===== src/rtl/lfsr_rng_pkg.sv =====
// -----------------------------------------------------------------------------
// lfsr_rng_pkg
// Shared constants for the lfsr_rng generator:
//   - legal width range and default width
//   - default seed (8'h01, zero-extended by the user of the constant)
//   - one maximal-length Fibonacci tap mask per width 3..32
//   - tap_mask(): returns the mask for a given width (0 for illegal widths)
// Mask bit n set means state bit q[n] feeds the XOR. The mask for width N
// is derived from a primitive polynomial x^N + ... + 1, where term x^k maps
// to bit k-1.
// -----------------------------------------------------------------------------
package lfsr_rng_pkg;

    localparam int MIN_WIDTH     = 3;
    localparam int MAX_WIDTH     = 32;
    localparam int DEFAULT_WIDTH = 8;

    localparam logic [7:0] DEFAULT_SEED = 8'h01;

    localparam logic [31:0] TAP_MASK_3  = 32'h0000_0006;  // x^3+x^2+1
    localparam logic [31:0] TAP_MASK_4  = 32'h0000_000C;  // x^4+x^3+1
    localparam logic [31:0] TAP_MASK_5  = 32'h0000_0014;  // x^5+x^3+1
    localparam logic [31:0] TAP_MASK_6  = 32'h0000_0030;  // x^6+x^5+1
    localparam logic [31:0] TAP_MASK_7  = 32'h0000_0060;  // x^7+x^6+1
    localparam logic [31:0] TAP_MASK_8  = 32'h0000_00B8;  // x^8+x^6+x^5+x^4+1
    localparam logic [31:0] TAP_MASK_9  = 32'h0000_0110;  // x^9+x^5+1
    localparam logic [31:0] TAP_MASK_10 = 32'h0000_0240;  // x^10+x^7+1
    localparam logic [31:0] TAP_MASK_11 = 32'h0000_0500;  // x^11+x^9+1
    localparam logic [31:0] TAP_MASK_12 = 32'h0000_0829;  // x^12+x^6+x^4+x+1
    localparam logic [31:0] TAP_MASK_13 = 32'h0000_100D;  // x^13+x^4+x^3+x+1
    localparam logic [31:0] TAP_MASK_14 = 32'h0000_2015;  // x^14+x^5+x^3+x+1
    localparam logic [31:0] TAP_MASK_15 = 32'h0000_6000;  // x^15+x^14+1
    localparam logic [31:0] TAP_MASK_16 = 32'h0000_D008;  // x^16+x^15+x^13+x^4+1
    localparam logic [31:0] TAP_MASK_17 = 32'h0001_2000;  // x^17+x^14+1
    localparam logic [31:0] TAP_MASK_18 = 32'h0002_0400;  // x^18+x^11+1
    localparam logic [31:0] TAP_MASK_19 = 32'h0004_0023;  // x^19+x^6+x^2+x+1
    localparam logic [31:0] TAP_MASK_20 = 32'h0009_0000;  // x^20+x^17+1
    localparam logic [31:0] TAP_MASK_21 = 32'h0014_0000;  // x^21+x^19+1
    localparam logic [31:0] TAP_MASK_22 = 32'h0030_0000;  // x^22+x^21+1
    localparam logic [31:0] TAP_MASK_23 = 32'h0042_0000;  // x^23+x^18+1
    localparam logic [31:0] TAP_MASK_24 = 32'h00E1_0000;  // x^24+x^23+x^22+x^17+1
    localparam logic [31:0] TAP_MASK_25 = 32'h0120_0000;  // x^25+x^22+1
    localparam logic [31:0] TAP_MASK_26 = 32'h0200_0023;  // x^26+x^6+x^2+x+1
    localparam logic [31:0] TAP_MASK_27 = 32'h0400_0013;  // x^27+x^5+x^2+x+1
    localparam logic [31:0] TAP_MASK_28 = 32'h0900_0000;  // x^28+x^25+1
    localparam logic [31:0] TAP_MASK_29 = 32'h1400_0000;  // x^29+x^27+1
    localparam logic [31:0] TAP_MASK_30 = 32'h2000_0029;  // x^30+x^6+x^4+x+1
    localparam logic [31:0] TAP_MASK_31 = 32'h4800_0000;  // x^31+x^28+1
    localparam logic [31:0] TAP_MASK_32 = 32'h8020_0003;  // x^32+x^22+x^2+x+1

    function automatic logic [31:0] tap_mask(input int width);
        logic [31:0] mask;
        case (width)
            3:       mask = TAP_MASK_3;
            4:       mask = TAP_MASK_4;
            5:       mask = TAP_MASK_5;
            6:       mask = TAP_MASK_6;
            7:       mask = TAP_MASK_7;
            8:       mask = TAP_MASK_8;
            9:       mask = TAP_MASK_9;
            10:      mask = TAP_MASK_10;
            11:      mask = TAP_MASK_11;
            12:      mask = TAP_MASK_12;
            13:      mask = TAP_MASK_13;
            14:      mask = TAP_MASK_14;
            15:      mask = TAP_MASK_15;
            16:      mask = TAP_MASK_16;
            17:      mask = TAP_MASK_17;
            18:      mask = TAP_MASK_18;
            19:      mask = TAP_MASK_19;
            20:      mask = TAP_MASK_20;
            21:      mask = TAP_MASK_21;
            22:      mask = TAP_MASK_22;
            23:      mask = TAP_MASK_23;
            24:      mask = TAP_MASK_24;
            25:      mask = TAP_MASK_25;
            26:      mask = TAP_MASK_26;
            27:      mask = TAP_MASK_27;
            28:      mask = TAP_MASK_28;
            29:      mask = TAP_MASK_29;
            30:      mask = TAP_MASK_30;
            31:      mask = TAP_MASK_31;
            32:      mask = TAP_MASK_32;
            default: mask = 32'h0000_0000;
        endcase
        return mask;
    endfunction

endpackage


===== src/rtl/lfsr_rng_fb.sv =====
// -----------------------------------------------------------------------------
// lfsr_rng_fb
// Combinational feedback bit for a Fibonacci LFSR of width WIDTH, using the
// maximal-length tap mask from lfsr_rng_pkg.
// Ports:
//   state_i : WIDTH-bit current state
//   fb_o    : XOR of the tapped state bits
// -----------------------------------------------------------------------------
module lfsr_rng_fb
    import lfsr_rng_pkg::*;
#(
    parameter int WIDTH = DEFAULT_WIDTH
) (
    input  logic [WIDTH-1:0] state_i,
    output logic             fb_o
);

    localparam logic [WIDTH-1:0] MASK = WIDTH'(tap_mask(WIDTH));

    assign fb_o = ^(state_i & MASK);

endmodule


===== src/rtl/lfsr_rng.sv =====
// -----------------------------------------------------------------------------
// lfsr_rng
// Free-running Fibonacci LFSR pseudo-random generator. Shifts left on every
// rising clk edge: q <= {q[WIDTH-2:0], fb}. No enable, no post-processing;
// consumers reduce the range themselves.
// Parameters:
//   WIDTH : register width, 3..32 (anything else stops elaboration)
//   SEED  : value loaded while reset_n is low (default 8'h01 zero-extended)
// Ports (order is relied upon by positional instantiations):
//   reset_n : asynchronous active-low reset, forces q to SEED immediately
//   clk     : rising-edge clock
//   q       : current state, straight from the register
// Configuration macro:
//   LFSR_RNG_LOCKUP_GUARD_EN : when defined, an all-zero state is replaced by
//                              1 on the next edge; when undefined, all-zero
//                              persists (XOR feedback of zeros is zero).
// -----------------------------------------------------------------------------
module lfsr_rng
    import lfsr_rng_pkg::*;
#(
    parameter int               WIDTH = DEFAULT_WIDTH,
    parameter logic [WIDTH-1:0] SEED  = WIDTH'(DEFAULT_SEED)
) (
    input  logic             reset_n,
    input  logic             clk,
    output logic [WIDTH-1:0] q
);

    generate
        if (WIDTH < MIN_WIDTH || WIDTH > MAX_WIDTH) begin : g_bad_width
            $error("lfsr_rng: WIDTH=%0d outside legal range %0d..%0d",
                   WIDTH, MIN_WIDTH, MAX_WIDTH);
        end
    endgenerate

    logic [WIDTH-1:0] q_q;
    logic [WIDTH-1:0] q_d;
    logic             fb;

    lfsr_rng_fb #(
        .WIDTH (WIDTH)
    ) u_fb (
        .state_i (q_q),
        .fb_o    (fb)
    );

    always_comb begin
        q_d = {q_q[WIDTH-2:0], fb};
`ifdef LFSR_RNG_LOCKUP_GUARD_EN
        // Literal 1 rather than SEED: SEED itself may be zero.
        if (q_q == '0) begin
            q_d = WIDTH'(1);
        end
`endif
    end

    always_ff @(posedge clk or negedge reset_n) begin
        if (!reset_n) begin
            q_q <= SEED;
        end else begin
            q_q <= q_d;
        end
    end

    assign q = q_q;

endmodule


===== config.mk =====
export PLATFORM = sky130hd
export DESIGN_NAME = lfsr_rng
export DESIGN_NICKNAME = d
export VERILOG_FILES = /design/src/rtl/lfsr_rng_pkg.sv /design/src/rtl/lfsr_rng_fb.sv /design/src/rtl/lfsr_rng.sv
export SDC_FILE = /design/constraint.sdc
export NUM_CORES = 1
export LEC_CHECK = 0
export BUFFER_PORTS_ARGS = -buffer_cell sky130_fd_sc_hd__clkbuf_2
export CORE_AREA = 2 2 39 41
export CTS_CLUSTER_SIZE = 16
export DETAILED_ROUTE_END_ITERATION = 8
export DIE_AREA = 0 0 41 43
export SLEW_MARGIN = 10
export SYNTH_ARGS = -nofsm -noshare
export SYNTH_HDL_FRONTEND = slang
export SYNTH_SLANG_ARGS = --single-unit

===== constraint.sdc =====
create_clock -name clk -period 1.3 [get_ports clk]
set_input_delay 0.195 -clock clk [delete_from_list [all_inputs] [get_ports clk]]
set_output_delay 0.195 -clock clk [all_outputs]
set_load 0.1 [all_outputs]

==> results.cfg, run 1 <==
[global_routing]
grt_first_pass_wirelength_um = 655
grt_max_degree = 9
grt_overflow = 0
grt_pass1_vias = 154
grt_antenna_before_repair = 0
track_usage = 0.0690

[routing]
drtPass1Iterations = 1
drc_errors = 0
vias = 142
drtIter0Drc = 0
ant_nets = 0
via_per_inst = 3.46
totalWireLength_um = 374
avgRoutedWirePerCell_um = 9.12

[yosys]
syn_area_um2 = 228
synth_commonest_cells = dfrtp_1, xnor2_1, dfstp_2, xor2_1
synth.area.top_cells = dfrtp_1, dfstp_2, xnor2_1, xor2_1
ys_ff_latch = 8
avgSynthCellArea_um2 = 20.7
ys_types = 4
synth_edf_count = 0
syn-num-nets = 13
synthCells = 11
synth_top_cell_by_area = dfrtp_1
ys.warnings.count = 0
ys.flop_type = dfrtp_1
postSynth.asyncResetShare = 1.00
synth_top_area_share = 0.769
synth_most_common_cell = dfrtp_1
yosysSeqAreaShare = 0.885

[worst_setup_path]
crit_chain = buf_12
r2r_setup_slack_ps = 440
r2r-end = q[0]$_DFF_PN1_
crit_slowest_cell = dfstp_2
cp_num_buf_inv = 1
crit_fanout = 2
r2r_start = q[3]$_DFF_PN0_
worstSetupPathType = reg -> out
cp.depth = 1
reg2reg_depth = 2
endpoint_kind = output pin
cp_slowest_stage_delay_ps = 550
cp-endpoint = q[0]
start_kind = flip-flop
cp_data_required_time_ps = 1110
crit_arrival_ps = 960
crit_family = flip-flops
crit_start = q[0]$_DFF_PN1_

[cts]
clk_pin_slew_worst_paths_ps = 50
clk_latency_ps = 250
cts-root-buf = clkbuf_4
tritoncts = built
clk_path_buf_depth = 2
hold_buffers = 1
cts_resized = 0
cts.sink_count = 8
cts-buffers-inserted = 3
cts_setup_buffers = 0
ctsHtreeMaxLevel = 1

[run]
cap_violations = 0

[cells_and_area]
drive_gt1_frac = 0.680
diodes = 0
nets = 28
top_register = q
instances_no_fill = 41
largest_reg_flops = 8
reg.largest.list = q: 8 flops
syn2layout_area_growth_pct = 99.5

[sta]
finalCriticalPeriod_ps = 1160
finalHoldViolations = 0
fmax_mhz = 862
clock_skew_ps = 5.69
worst_pin_slew_ps = 188
fin_tns_setup_ps = 0
slew_violations = 0
post-route-period-util = 0.892
setup_viol = 0
max_slew_margin = 0.873
rsz0062_at_grt = no

[place]
dpl.cell_count = 36
numPortBuffers = 9
globalplace.congestion = 0.596

[power_and_ir_drop]
max-vdd-ir-drop_v = 0.000269
power_density_mw_per_mm2 = 984
power.leakage_nw = 0.202

[die]
die_w_um = 41
die_h_um = 43
coreArea_mm2 = 0.00138
start_util = 0.165
placementRows = 14
die-area_mm2 = 0.00176
io_pins = 10

[worst_hold_path]
hold_path_class = in -> async

[run_status]
run_status = completed
-- power by group --
part	switching (W)	internal [W]
Combinational	0.00000453	0.00000302
Clock	0.0000732	0.000117
Sequential	0	0.000250
-- per-layer routing --
layer / wire [um] / vias to the layer above / GRT usage
met5: 0 / - / 0
met1: 132 / 62 / 0.0565
met2: 163 / 12 / 0.0750
met3: 56 / 4 / 0.0628
li1: - / 64 / -
met4: 22 / 0 / 0.100
-- worst min-delay path by stage --
| stage | slack, ps | start | depth (start not counted) | endpoint |
|---|---|---|---|---|
| floorplan | -100 | reset_n | 0 | q[1]$_DFF_PN0_ |
| global placement | 40 | reset_n | 1 | q[6]$_DFF_PN0_ |
| detailed placement | 40 | reset_n | 1 | q[6]$_DFF_PN0_ |
| CTS | 320 | reset_n | 2 | q[6]$_DFF_PN0_ |
| global route | 320 | reset_n | 2 | q[6]$_DFF_PN0_ |
| finish | 320 | reset_n | 2 | q[6]$_DFF_PN0_ |
-- cell type report --
class / count / area, um^2
clock buffers: 4 / 26.3
flip-flops and latches: 8 / 206
repair buffers: 10 / 175
well taps: 16 / 20.0
fillers: 130 / 930
multi-input cells: 3 / 26.3
-- per-stage QoR --
| stage | hold slack (ps) | worst slack (ps) | util | instance area [um^2] | power (W) |
|---|---|---|---|---|---|
| floorplan | -101 | 198 | - | 233 | 0.000254 |
| global placement | 38.0 | 402 | 0.302 | 418 | 0.000259 |
| detailed placement | 40.7 | 394 | 0.302 | 418 | 0.000259 |
| CTS | 318 | 129 | 0.328 | 454 | 0.000455 |
| global route | 325 | 96.5 | 0.328 | 454 | 0.000488 |
| finish | 316 | 140 | 0.328 | 454 | 0.000447 |
-- logic make-up (layout without fill, tap and decap cells) --
logic type             after synthesis  count (layout)  share of synthesized area
flip-flops                           8               8                      0.885
buffers and inverters                0              14                          0
XOR/XNOR                             3               3                      0.115
-- layout by cell type (no fill, tap or decap) --
| cell type | instances |
|---|---|
| dfstp_2 | 1 |
| xnor2_1 | 2 |
| dfrtp_2 | 4 |
| clkbuf_4 | 3 |
| dfrtp_1 | 3 |
| clkbuf_2 | 1 |
| buf_12 | 8 |
| clkbuf_1 | 1 |
| xor2_1 | 1 |
| dlygate4sd3_1 | 1 |
No activity file was read; power rests on OpenSTA's default activity.
==> run 2, diff against run 1 <==
ABC_AREA = 1   (was not set)
CTS_BUF_LIST = sky130_fd_sc_hd__clkbuf_8 sky130_fd_sc_hd__clkbuf_16   (was not set)
PLACE_DENSITY = 0.36   (was not set)
==> results.cfg, run 2 <==
[cells_and_area]
final_common_cell = nand2_1
drive_gt1_frac = 0.439
top_register = q
largest_reg_flops = 8
diodes = 0
syn2layout_area_growth_pct = 89.1
num-fill-cells = 134
nets = 44
instances_no_fill = 57
final_cell_mix = nand2_1, buf_12, inv_1
reg.largest.list = q: 8 flops

[global_routing]
track_usage = 0.0884
grt_pass1_vias = 210
grt_antenna_before_repair = 0
grt_first_pass_wirelength_um = 883
grt_overflow = 0
grt_max_degree = 9

[cts]
cts-buffers-inserted = 3
cts.sink_count = 8
ctsHtreeMaxLevel = 1
clk_path_buf_depth = 2
cts_resized = 0
clk_latency_ps = 230
cts-root-buf = clkbuf_8
tritoncts = built
clk_pin_slew_worst_paths_ps = 40

[power_and_ir_drop]
max-vdd-ir-drop_v = 0.000392
total_power_w = 0.000562
power_density_mw_per_mm2 = 1080
power.leakage_nw = 0.249
internal-power_w = 0.000458
combPwrFrac = 0.014
seqPwrFrac = 0.445
p_switching_w = 0.000104
sw_frac_of_total = 0.185
p_clk_frac = 0.541

[run]
cap_violations = 0

[routing]
drtIter0Drc = 0
avgRoutedWirePerCell_um = 8.95
drc_errors = 0
drtPass1Iterations = 1
vias = 210
ant_nets = 0
totalWireLength_um = 510
via_per_inst = 3.68

[sta]
worst_pin_slew_ps = 193
rsz0062_at_grt = no
slew_violations = 0
finalCriticalPeriod_ps = 1140
max_slew_margin = 0.871
fin_tns_setup_ps = 0
setup_viol = 0
clock_skew_ps = 6.28
fmax_mhz = 876
post-route-period-util = 0.878
finalHoldViolations = 0

[place]
numPortBuffers = 9
dpl.cell_count = 52
globalplace.congestion = 0.662

[yosys]
synth_commonest_cells = nand2_1, dfrtp_1, inv_1
ys_types = 6
syn-num-nets = 29
ys.flop_type = dfrtp_1
synthCells = 27
ys_ff_latch = 8
synth.area.top_cells = dfrtp_1, nand2_1, dfstp_2, inv_1, nor2_2
synth_top_cell_by_area = dfrtp_1
avgSynthCellArea_um2 = 10.2
synth_most_common_cell = nand2_1
ys.warnings.count = 0
yosysSeqAreaShare = 0.732
syn_area_um2 = 275
postSynth.asyncResetShare = 1.00
synth_top_area_share = 0.636
synth_edf_count = 0

[worst_setup_path]
start_kind = flip-flop
reg2reg_depth = 5
r2r_start = q[7]$_DFF_PN0_
r2r-end = q[0]$_DFF_PN1_
cp_slowest_stage_delay_ps = 550
r2r_setup_slack_ps = 490
worstSetupPathType = reg -> out
crit_chain = buf_12
cp_num_buf_inv = 1
cp_data_required_time_ps = 1110
crit_family = flip-flops
crit_fanout = 2
endpoint_kind = output pin
crit_slowest_cell = dfstp_2
crit_arrival_ps = 950

[die]
io_pins = 10
die_w_um = 41
coreArea_mm2 = 0.00138
die_h_um = 43
start_util = 0.199
placementRows = 14
die-area_mm2 = 0.00176

[run_status]
run_status = completed

[worst_hold_path]
hold_path_class = in -> async
## run 2: worst max-delay path by stage
stage                   startpoint        endpoint  cells past startpoint  slack (ps)
floorplan           q[2]$_DFF_PN0_  q[3]$_DFF_PN0_                      0         200
CTS                 q[0]$_DFF_PN1_            q[0]                      1         150
global placement    q[0]$_DFF_PN1_            q[0]                      1         400
finish              q[0]$_DFF_PN1_            q[0]                      1         160
global route        q[0]$_DFF_PN1_            q[0]                      1         130
detailed placement  q[0]$_DFF_PN1_            q[0]                      1         400
## run 2: layout make-up
class	instances	area [um^2]	share of cell area
sequential	8	206	0.397
timing repair buffer	10	175	0.337
clock inverter	1	3.75	0.00721
multi-input combinational	14	55.1	0.106
clock buffer	3	41.3	0.0793
tap	16	20.0	0.0385
inverter	5	18.8	0.0361
## run 2: kinds of logic after synthesis
family	Yosys count	synth area share
AND/OR/NAND/NOR	14	0.200
buffers and inverters	5	0.0682
flip-flops	8	0.732
## run 2: power groups by stage
stage	clock network (W)	registers [W]	logic, W
finish	0.000304	0.000250	0.00000777
global placement	0	0.000254	0.00000582
detailed placement	0	0.000254	0.00000582
floorplan	0	0.000254	0.0000000000474
CTS	0.000318	0.000250	0.00000821
global route	0.000337	0.000250	0.00000924
## run 2: metal layers
layer	wire length, um	up-vias	track usage
met1	223	94	0.107
li1	-	103	-
met2	213	9	0.0875
met3	43	4	0.0628
met5	0	-	0
met4	29	0	0.100
## run 2: what timing repair did
item                       CTS  global route
hold buffers                 1             0
hold endpoints to repair     7             0
buffers inserted             0             0
setup endpoints to repair    0             0
## run 2: per-stage QoR
step	worst slack [ps]	instance area, um^2	util	hold slack, ps
CTS	147	520	0.376	347
global placement	402	465	0.336	47.0
detailed placement	399	465	0.336	47.0
finish	159	520	0.376	339
global route	132	520	0.376	362
floorplan	198	280	-	-101
